[config.mk]
export PLATFORM = sky130hd
export DESIGN_NAME = polar_a_rect_flat
export DESIGN_NICKNAME = d
export VERILOG_FILES = /design/src/rtl/polar_a_rect_pkg.sv /design/src/rtl/polar_a_rect_if.sv /design/src/rtl/polar_a_rect_seno_rom.sv /design/src/rtl/polar_a_rect.sv /design/src/flat_wrapper.sv
export SDC_FILE = /design/constraint.sdc
export NUM_CORES = 1
export LEC_CHECK = 0
export BUFFER_PORTS_ARGS = -buffer_cell sky130_fd_sc_hd__buf_2
export CAP_MARGIN = 20
export CORE_AREA = 2 2 221 223
export CTS_CLUSTER_DIAMETER = 40
export CTS_CLUSTER_SIZE = 10
export DETAILED_ROUTE_END_ITERATION = 10
export DIE_AREA = 0 0 223 225
export PLACE_DENSITY = 0.65
export SLEW_MARGIN = 20
export SYNTH_ARGS = -nofsm -noshare
export SYNTH_HDL_FRONTEND = slang
export SYNTH_SLANG_ARGS = --single-unit
[constraint.sdc]
create_clock -name CLK -period 5.8 [get_ports CLK]
set_clock_uncertainty 0.15 [all_clocks]
set_input_delay 0.29 -clock CLK [delete_from_list [all_inputs] [get_ports CLK]]
set_output_delay 0.29 -clock CLK [all_outputs]
set_load 0.05 [all_outputs]
[src/rtl/polar_a_rect_pkg.sv]
// Shared types and constants for the polar-to-rectangular converter.
// SIN_TAB holds round(16384*sin(i deg)) for i = 0..90 (unsigned Q1.14).
package polar_pkg;
  typedef enum logic [2:0] {IDLE, RDSIN, RDCOS, LATCH, MUL, FIN} state_e;

  localparam int Q_FRAC    = 14;
  localparam int COEF_W    = 15;
  localparam int TAB_DEPTH = 91;
  localparam int ANG_MAX   = 180;

  localparam logic [COEF_W-1:0] SIN_TAB [TAB_DEPTH] = '{
    15'd0,     15'd286,   15'd572,   15'd857,   15'd1143,  15'd1428,  15'd1713,
    15'd1997,  15'd2280,  15'd2563,  15'd2845,  15'd3126,  15'd3406,  15'd3686,
    15'd3964,  15'd4240,  15'd4516,  15'd4790,  15'd5063,  15'd5334,  15'd5604,
    15'd5872,  15'd6138,  15'd6402,  15'd6664,  15'd6924,  15'd7182,  15'd7438,
    15'd7692,  15'd7943,  15'd8192,  15'd8438,  15'd8682,  15'd8923,  15'd9162,
    15'd9397,  15'd9630,  15'd9860,  15'd10087, 15'd10311, 15'd10531, 15'd10749,
    15'd10963, 15'd11174, 15'd11381, 15'd11585, 15'd11786, 15'd11982, 15'd12176,
    15'd12365, 15'd12551, 15'd12733, 15'd12911, 15'd13085, 15'd13255, 15'd13421,
    15'd13583, 15'd13741, 15'd13894, 15'd14044, 15'd14189, 15'd14330, 15'd14466,
    15'd14598, 15'd14726, 15'd14849, 15'd14968, 15'd15082, 15'd15191, 15'd15296,
    15'd15396, 15'd15491, 15'd15582, 15'd15668, 15'd15749, 15'd15826, 15'd15897,
    15'd15964, 15'd16026, 15'd16083, 15'd16135, 15'd16182, 15'd16225, 15'd16262,
    15'd16294, 15'd16322, 15'd16344, 15'd16362, 15'd16374, 15'd16382, 15'd16384
  };
endpackage

[src/rtl/polar_a_rect_if.sv]
// Start/Done request bus of the polar-to-rectangular converter.
interface polar_a_rect_if #(parameter int tamanyo = 32) ();
  logic               Start;
  logic [tamanyo-1:0] Mag;
  logic [31:0]        Angle;
  logic [tamanyo-1:0] X;
  logic [tamanyo-1:0] Y;
  logic               Err;
  logic               Done;

  modport master (output Start, Mag, Angle, input X, Y, Err, Done);
  modport slave  (input Start, Mag, Angle, output X, Y, Err, Done);
endinterface

[src/rtl/polar_a_rect_seno_rom.sv]
// Quarter-wave sine ROM, 91 x 15, registered output (1-cycle read latency).
module seno_rom
  import polar_pkg::*;
(
  input  logic              CLK,
  input  logic              RSTa,
  input  logic [6:0]        addr_i,
  output logic [COEF_W-1:0] q_o
);
  logic [COEF_W-1:0] q_q;

  always_ff @(posedge CLK or negedge RSTa)
    if (!RSTa)                           q_q <= '0;
    else if (addr_i < 7'(TAB_DEPTH))     q_q <= SIN_TAB[addr_i];
    else                                 q_q <= '0;

  assign q_o = q_q;
endmodule

[src/rtl/polar_a_rect.sv]
// Polar-to-rectangular converter: X = Mag*cos(Angle), Y = Mag*sin(Angle),
// via quarter-wave ROM lookup and two parallel 15-step LSB-first shift-add multipliers.
module polar_a_rect
  import polar_pkg::*;
#(
  parameter int tamanyo = 32
) (
  input  logic          CLK,
  input  logic          RSTa,
  polar_a_rect_if.slave bus
);
  localparam int ACC_W = tamanyo + COEF_W;

  state_e             state_q, state_d;
  logic [tamanyo-1:0] mag_q;
  logic [6:0]         sidx_q, cidx_q, sidx_d, cidx_d, rom_addr;
  logic               sx_q, sy_q, angerr_q;
  logic [COEF_W-1:0]  csin_q, ccos_q, rom_q;
  logic [ACC_W-1:0]   mshift_q, accx_q, accy_q, accx_d, accy_d;
  logic [3:0]         cnt_q;
  logic [tamanyo-1:0] x_q, y_q, magx, magy, resx, resy;
  logic               err_q, wr_q, done_q;
  logic               ang_err, big;
  logic [7:0]         b;

  seno_rom u_rom (.CLK(CLK), .RSTa(RSTa), .addr_i(rom_addr), .q_o(rom_q));

  // Low byte suffices for |Angle| once the range check passes (-180 -> 0x4C -> 180).
  always_comb begin
    ang_err = ($signed(bus.Angle) > ANG_MAX) || ($signed(bus.Angle) < -ANG_MAX);
    b       = bus.Angle[31] ? 8'd0 - bus.Angle[7:0] : bus.Angle[7:0];
    big     = b > 8'd90;
    sidx_d  = big ? 7'(8'd180 - b) : b[6:0];
    cidx_d  = big ? 7'(b - 8'd90)  : 7'(8'd90 - b);
    if (ang_err) begin
      sidx_d = '0;
      cidx_d = '0;
    end
  end

  always_ff @(posedge CLK or negedge RSTa)
    if (!RSTa) state_q <= IDLE;
    else       state_q <= state_d;

  always_comb begin
    state_d  = state_q;
    rom_addr = '0;
    unique case (state_q)
      IDLE:  if (bus.Start) state_d = RDSIN;
      RDSIN: begin rom_addr = sidx_q; state_d = RDCOS; end
      RDCOS: begin rom_addr = cidx_q; state_d = LATCH; end
      LATCH: state_d = MUL;
      MUL:   if (cnt_q == 4'd0) state_d = FIN;
      FIN:   if (!bus.Start) state_d = IDLE;
      default: state_d = IDLE;
    endcase
  end

  // Truncating the magnitude before negation gives symmetric rounding toward zero.
  always_comb begin
    accx_d = accx_q + (ccos_q[0] ? mshift_q : '0);
    accy_d = accy_q + (csin_q[0] ? mshift_q : '0);
    magx   = tamanyo'(accx_d >> Q_FRAC);
    magy   = tamanyo'(accy_d >> Q_FRAC);
    resx   = angerr_q ? '0 : (sx_q ? -magx : magx);
    resy   = angerr_q ? '0 : (sy_q ? -magy : magy);
  end

  always_ff @(posedge CLK or negedge RSTa)
    if (!RSTa) begin
      mag_q    <= '0;
      sidx_q   <= '0;
      cidx_q   <= '0;
      sx_q     <= 1'b0;
      sy_q     <= 1'b0;
      angerr_q <= 1'b0;
      csin_q   <= '0;
      ccos_q   <= '0;
      mshift_q <= '0;
      accx_q   <= '0;
      accy_q   <= '0;
      cnt_q    <= '0;
      x_q      <= '0;
      y_q      <= '0;
      err_q    <= 1'b0;
      wr_q     <= 1'b0;
      done_q   <= 1'b0;
    end else begin
      wr_q   <= (state_q == MUL) && (cnt_q == 4'd0);
      done_q <= wr_q;
      unique case (state_q)
        IDLE: if (bus.Start) begin
          mag_q    <= bus.Mag;
          sidx_q   <= sidx_d;
          cidx_q   <= cidx_d;
          sx_q     <= big & ~ang_err;
          sy_q     <= bus.Angle[31] & ~ang_err;
          angerr_q <= ang_err;
        end
        RDCOS: csin_q <= rom_q;
        LATCH: begin
          ccos_q   <= rom_q;
          accx_q   <= '0;
          accy_q   <= '0;
          mshift_q <= ACC_W'(mag_q);
          cnt_q    <= 4'd14;
        end
        MUL: begin
          accx_q   <= accx_d;
          accy_q   <= accy_d;
          mshift_q <= mshift_q << 1;
          csin_q   <= csin_q >> 1;
          ccos_q   <= ccos_q >> 1;
          cnt_q    <= cnt_q - 4'd1;
          if (cnt_q == 4'd0) begin
            x_q   <= resx;
            y_q   <= resy;
            err_q <= angerr_q;
          end
        end
        default: ;
      endcase
    end

  assign bus.X    = x_q;
  assign bus.Y    = y_q;
  assign bus.Err  = err_q;
  assign bus.Done = done_q;
endmodule

[src/flat_wrapper.sv]
// flat-port wrapper written by rule: the top's interface ports become plain ports
module polar_a_rect_flat import polar_pkg::*;
#(
  parameter int tamanyo = 32
)
  (CLK, RSTa, bus_Start, bus_Mag, bus_Angle, bus_X, bus_Y, bus_Err, bus_Done);
  polar_a_rect_if #(.tamanyo(tamanyo)) bus_i ();
  input  logic CLK;
  input  logic RSTa;
  input wire logic [$bits(bus_i.Start)-1:0] bus_Start;
  input wire logic [$bits(bus_i.Mag)-1:0] bus_Mag;
  input wire logic [$bits(bus_i.Angle)-1:0] bus_Angle;
  output wire logic [$bits(bus_i.X)-1:0] bus_X;
  output wire logic [$bits(bus_i.Y)-1:0] bus_Y;
  output wire logic [$bits(bus_i.Err)-1:0] bus_Err;
  output wire logic [$bits(bus_i.Done)-1:0] bus_Done;
  assign bus_i.Start = bus_Start;
  assign bus_i.Mag = bus_Mag;
  assign bus_i.Angle = bus_Angle;
  assign bus_X = bus_i.X;
  assign bus_Y = bus_i.Y;
  assign bus_Err = bus_i.Err;
  assign bus_Done = bus_i.Done;
  polar_a_rect #(.tamanyo(tamanyo)) u_core (.CLK(CLK), .RSTa(RSTa), .bus(bus_i));
endmodule
==> impl_metrics.json <==
{
  "drv_cap": 0,
  "critPathLaunch": "u_core.ccos_q[0]",
  "peakVddDrop_mv": 0.255,
  "die_y_um": 225,
  "synth_fp_nets": 2751,
  "ctsResizeCount": 0,
  "critPathMostFrequentCell": "ha_1",
  "start_util_pct": 44.8,
  "postSynthCellCount": 2570,
  "syn_to_final_growth_pct": 15.6,
  "path_buf_inv": 2,
  "post-route-period-util_pct": 89.6,
  "yosys_register_bits": 305,
  "end_kind": "register",
  "clockBufferDepth": 3,
  "antenna_left": 0,
  "initialDrtViolationCount": 1550,
  "ys_types": 91,
  "root_buffer": "clkbuf_16",
  "drive_gt1_share_pct": 11.4,
  "cp.required_ns": 6.12,
  "syn_avg_cell_area_um2": 8.28,
  "crit_chain": "buf_4 -> and2_1 -> ha_1 -> nand4_1 -> a211oi_1 -> or2_2 -> a311o_1 -> ha_1 -> inv_1 -> nor4b_1 -> nand4b_1 -> or3b_1 -> nand3b_4 -> o41ai_1 -> xor2_1 -> o21ai_1",
  "crit_type": "reg -> reg",
  "synth_edf_count": 0,
  "dp_cells": 3185,
  "setup_viol": 0,
  "status": "complete, no violations",
  "hold_viol_final": 0,
  "fp.dieW_um": 223,
  "cts.sinks": 305,
  "rsz0062_at_grt": "false",
  "drt_pass1_iterations": 7,
  "crit_arrival_ns": 5.52,
  "htreeDepth": 2,
  "layout_min_cycle_time_ns": 5.20,
  "via_count": 19791,
  "cts_tree": "built",
  "cp_max_fo": 36,
  "cts_made_buffers": 51,
  "hp-start": "bus_Angle[6]",
  "ioPinCount": 133,
  "reg2reg_from": "u_core.ccos_q[0]",
  "drv_slew": 0,
  "netlist_top_cells_area": "dfrtp_1 (36%), nand2_1 (8.7%), ha_1 (6.6%), o21ai_0 (4.7%), a21oi_1 (3.9%)",
  "finalNonFillerCells": 3314,
  "start_kind": "register",
  "antenna_found_initial": 1,
  "tightest_slew_ns": 1.05,
  "netlist_area_um2": 21300,
  "cpMaxStageDelayCell": "a211oi_1",
  "gp_congestion": 0.943,
  "p_per_area_nw_per_um2": 282,
  "p_leak_nw": 11.5,
  "routed_wl_mm": 64.4,
  "grt_usage_pct": 25.6,
  "grt_pass1_vias": 19303,
  "postSynth.asyncResetShare_pct": 100,
  "grt_start_max_net_pins": 125,
  "synthFlopType": "dfrtp_1",
  "row_count": 80,
  "fin_nets": 2842,
  "post-cts-setup-buffers": 0,
  "relSlewSlack_pct": 30.1,
  "vias_per_cell": 5.97,
  "synth.top_cell.area_share_pct": 35.9,
  "setup_tns_ns": 0,
  "n_antenna_cell": 0,
  "critPathMaxStageDelay_ns": 0.58,
  "clock_latency_ns": 0.63,
  "min_path_type": "in -> reg",
  "critical-path-top-delay-family": "simple AND/OR/NAND/NOR gates",
  "grt_pass1_wl_mm": 104,
  "synth_top_area_cell": "dfrtp_1",
  "die-area_um2": 50200,
  "drc_errors": 0,
  "seq_area_frac_synth_pct": 35.9,
  "synth_warnings": 0,
  "hpwlAfterDp_mm": 46.1,
  "grt.overflow.total": 0,
  "io_buffers": 132,
  "cts.clk_slew.worst_paths_ns": 0.05,
  "nFillCells": 4535,
  "clock.fmax_mhz": 192,
  "detail_route.wl_per_cell_um": 19.4,
  "coreArea_um2": 47500
}
-- where the power goes --
group          internal, mW  switching, mW  total [mW]  leakage (nW)
Sequential             2.39          0.288        2.68          4.12
Clock                  2.07           1.15        3.22         0.877
Combinational         0.313          0.733        1.05          6.48
-- worst reg2reg max path, cell delays in order, from the launching register on --
cell	delay, ns
dfrtp_1	0.47
buf_4	0.27
and2_1	0.18
ha_1	0.41
nand4_1	0.12
a211oi_1	0.58
or2_2	0.25
a311o_1	0.26
ha_1	0.22
inv_1	0.05
nor4b_1	0.49
nand4b_1	0.28
or3b_1	0.50
nand3b_4	0.20
o41ai_1	0.39
xor2_1	0.19
o21ai_1	0.07
-- stage by stage --
step           worst slack [ns]  utilization [%]  hold WS, ns  area (um^2)  total power, mW
5_1_grt                   0.201             51.7        0.155        24600             7.28
3_3_place_gp              0.801             47.1        0.184        22400             3.72
2_1_floorplan              1.17                -       -0.156        21300             3.31
6_report                  0.601             51.7        0.129        24600             6.94
4_1_cts                   0.623             51.7       0.0952        24600             7.02
3_5_place_dp              0.639             47.1        0.186        22400             3.76
-- kinds of logic (layout without fill, tap and decap cells) --
family / count (synthesis) / after routing / share of synthesized area [%]
AND/OR/NAND/NOR: 975 / 975 / 21.5
AO/OA/AOI/OAI: 818 / 818 / 25.7
flip-flops: 305 / 305 / 35.9
buffers and inverters: 206 / 335 / 3.70
XOR/XNOR: 142 / 142 / 5.93
adder cells (fa/ha/maj): 114 / 114 / 6.77
multiplexers: 10 / 10 / 0.476
-- cell type report --
type                    instances  area, um^2  area share (%)
clock buffers                  60        1340            5.45
clock inverters                31         467            1.90
inverters                      39         146           0.595
multi-input cells            2059       12900            52.5
flip-flops and latches        305        7630            31.0
well taps                     615         769            3.13
repair buffers                205        1340            5.44
-- synth_stat cells (all sizes together) (6+ instances only) --
cell type    n
nor4        20
and3        11
o311ai       7
a211oi      17
a22o        87
a2111oi      6
dfrtp      305
o21ai      225
ha         112
o221ai      10
o211ai      23
a21o        40
a221oi      10
nand4       40
or2          6
nand2b      18
buf         26
clkbuf     141
a311oi       9
a22oi       33
nor2       149
nor2b       14
inv         39
a21oi      169
nand3       35
o41ai       12
nor3        39
or4          6
and4         8
o21bai      18
xnor2       74
mux2i        9
a31oi       56
or3         16
and2        97
xor2        68
nand2      494
nor4b        6
o21a        16
o22ai        8
o31ai       31
-- flip-flops by register name, summed over array words and instances (netlist names) --
signal	cells
u_core.accx_q	46
u_core.accy_q	46
u_core.angerr_q	1
u_core.bus.Done	1
u_core.bus.Err	1
u_core.bus.X	32
u_core.bus.Y	32
u_core.ccos_q	15
u_core.cidx_q	7
u_core.cnt_q	4
u_core.csin_q	15
u_core.mag_q	32
u_core.mshift_q	46
u_core.sidx_q	6
u_core.state_q	3
u_core.sx_q	1
u_core.sy_q	1
u_core.u_rom.q_o	15
u_core.wr_q	1
-- metal layers --
metal,GRT usage (%),routed length [um],vias up
met5,0,0,-
met1,35.0,29300,9529
met2,41.5,29500,633
met3,3.86,3540,131
met4,8.70,2070,0
li1,-,-,9498
-- what timing repair did --
action / CTS / global route
hold buffers: 38 / 0
hold endpoints to repair: 144 / 0
setup endpoints to repair: 0 / 0
-- final timing paths --
check                                    to  slack (ns)  cells after the start
hold / removal             u_core.sidx_q[6]        0.13                      4
setup reg to reg           u_core.bus.X[30]        0.60                     16
max in group asynchronous   u_core.mag_q[5]        3.94                      3
setup / recovery           u_core.bus.X[30]        0.60                     16
hold reg to reg             u_core.bus.Done        0.20                      0
min in group asynchronous  u_core.bus.Y[12]        0.15                      2
-- layout by cell type (no fill, tap or decap), types with 56 or more instances in the layout --
cell	n
xnor2_1	73
a31oi_1	56
o21ai_0	198
dfrtp_1	305
nand2_1	492
and2_1	96
buf_2	131
nor2_1	146
a21oi_1	163
xor2_1	68
ha_1	112
a22o_1	87
No activity file was read; power rests on OpenSTA's default activity.
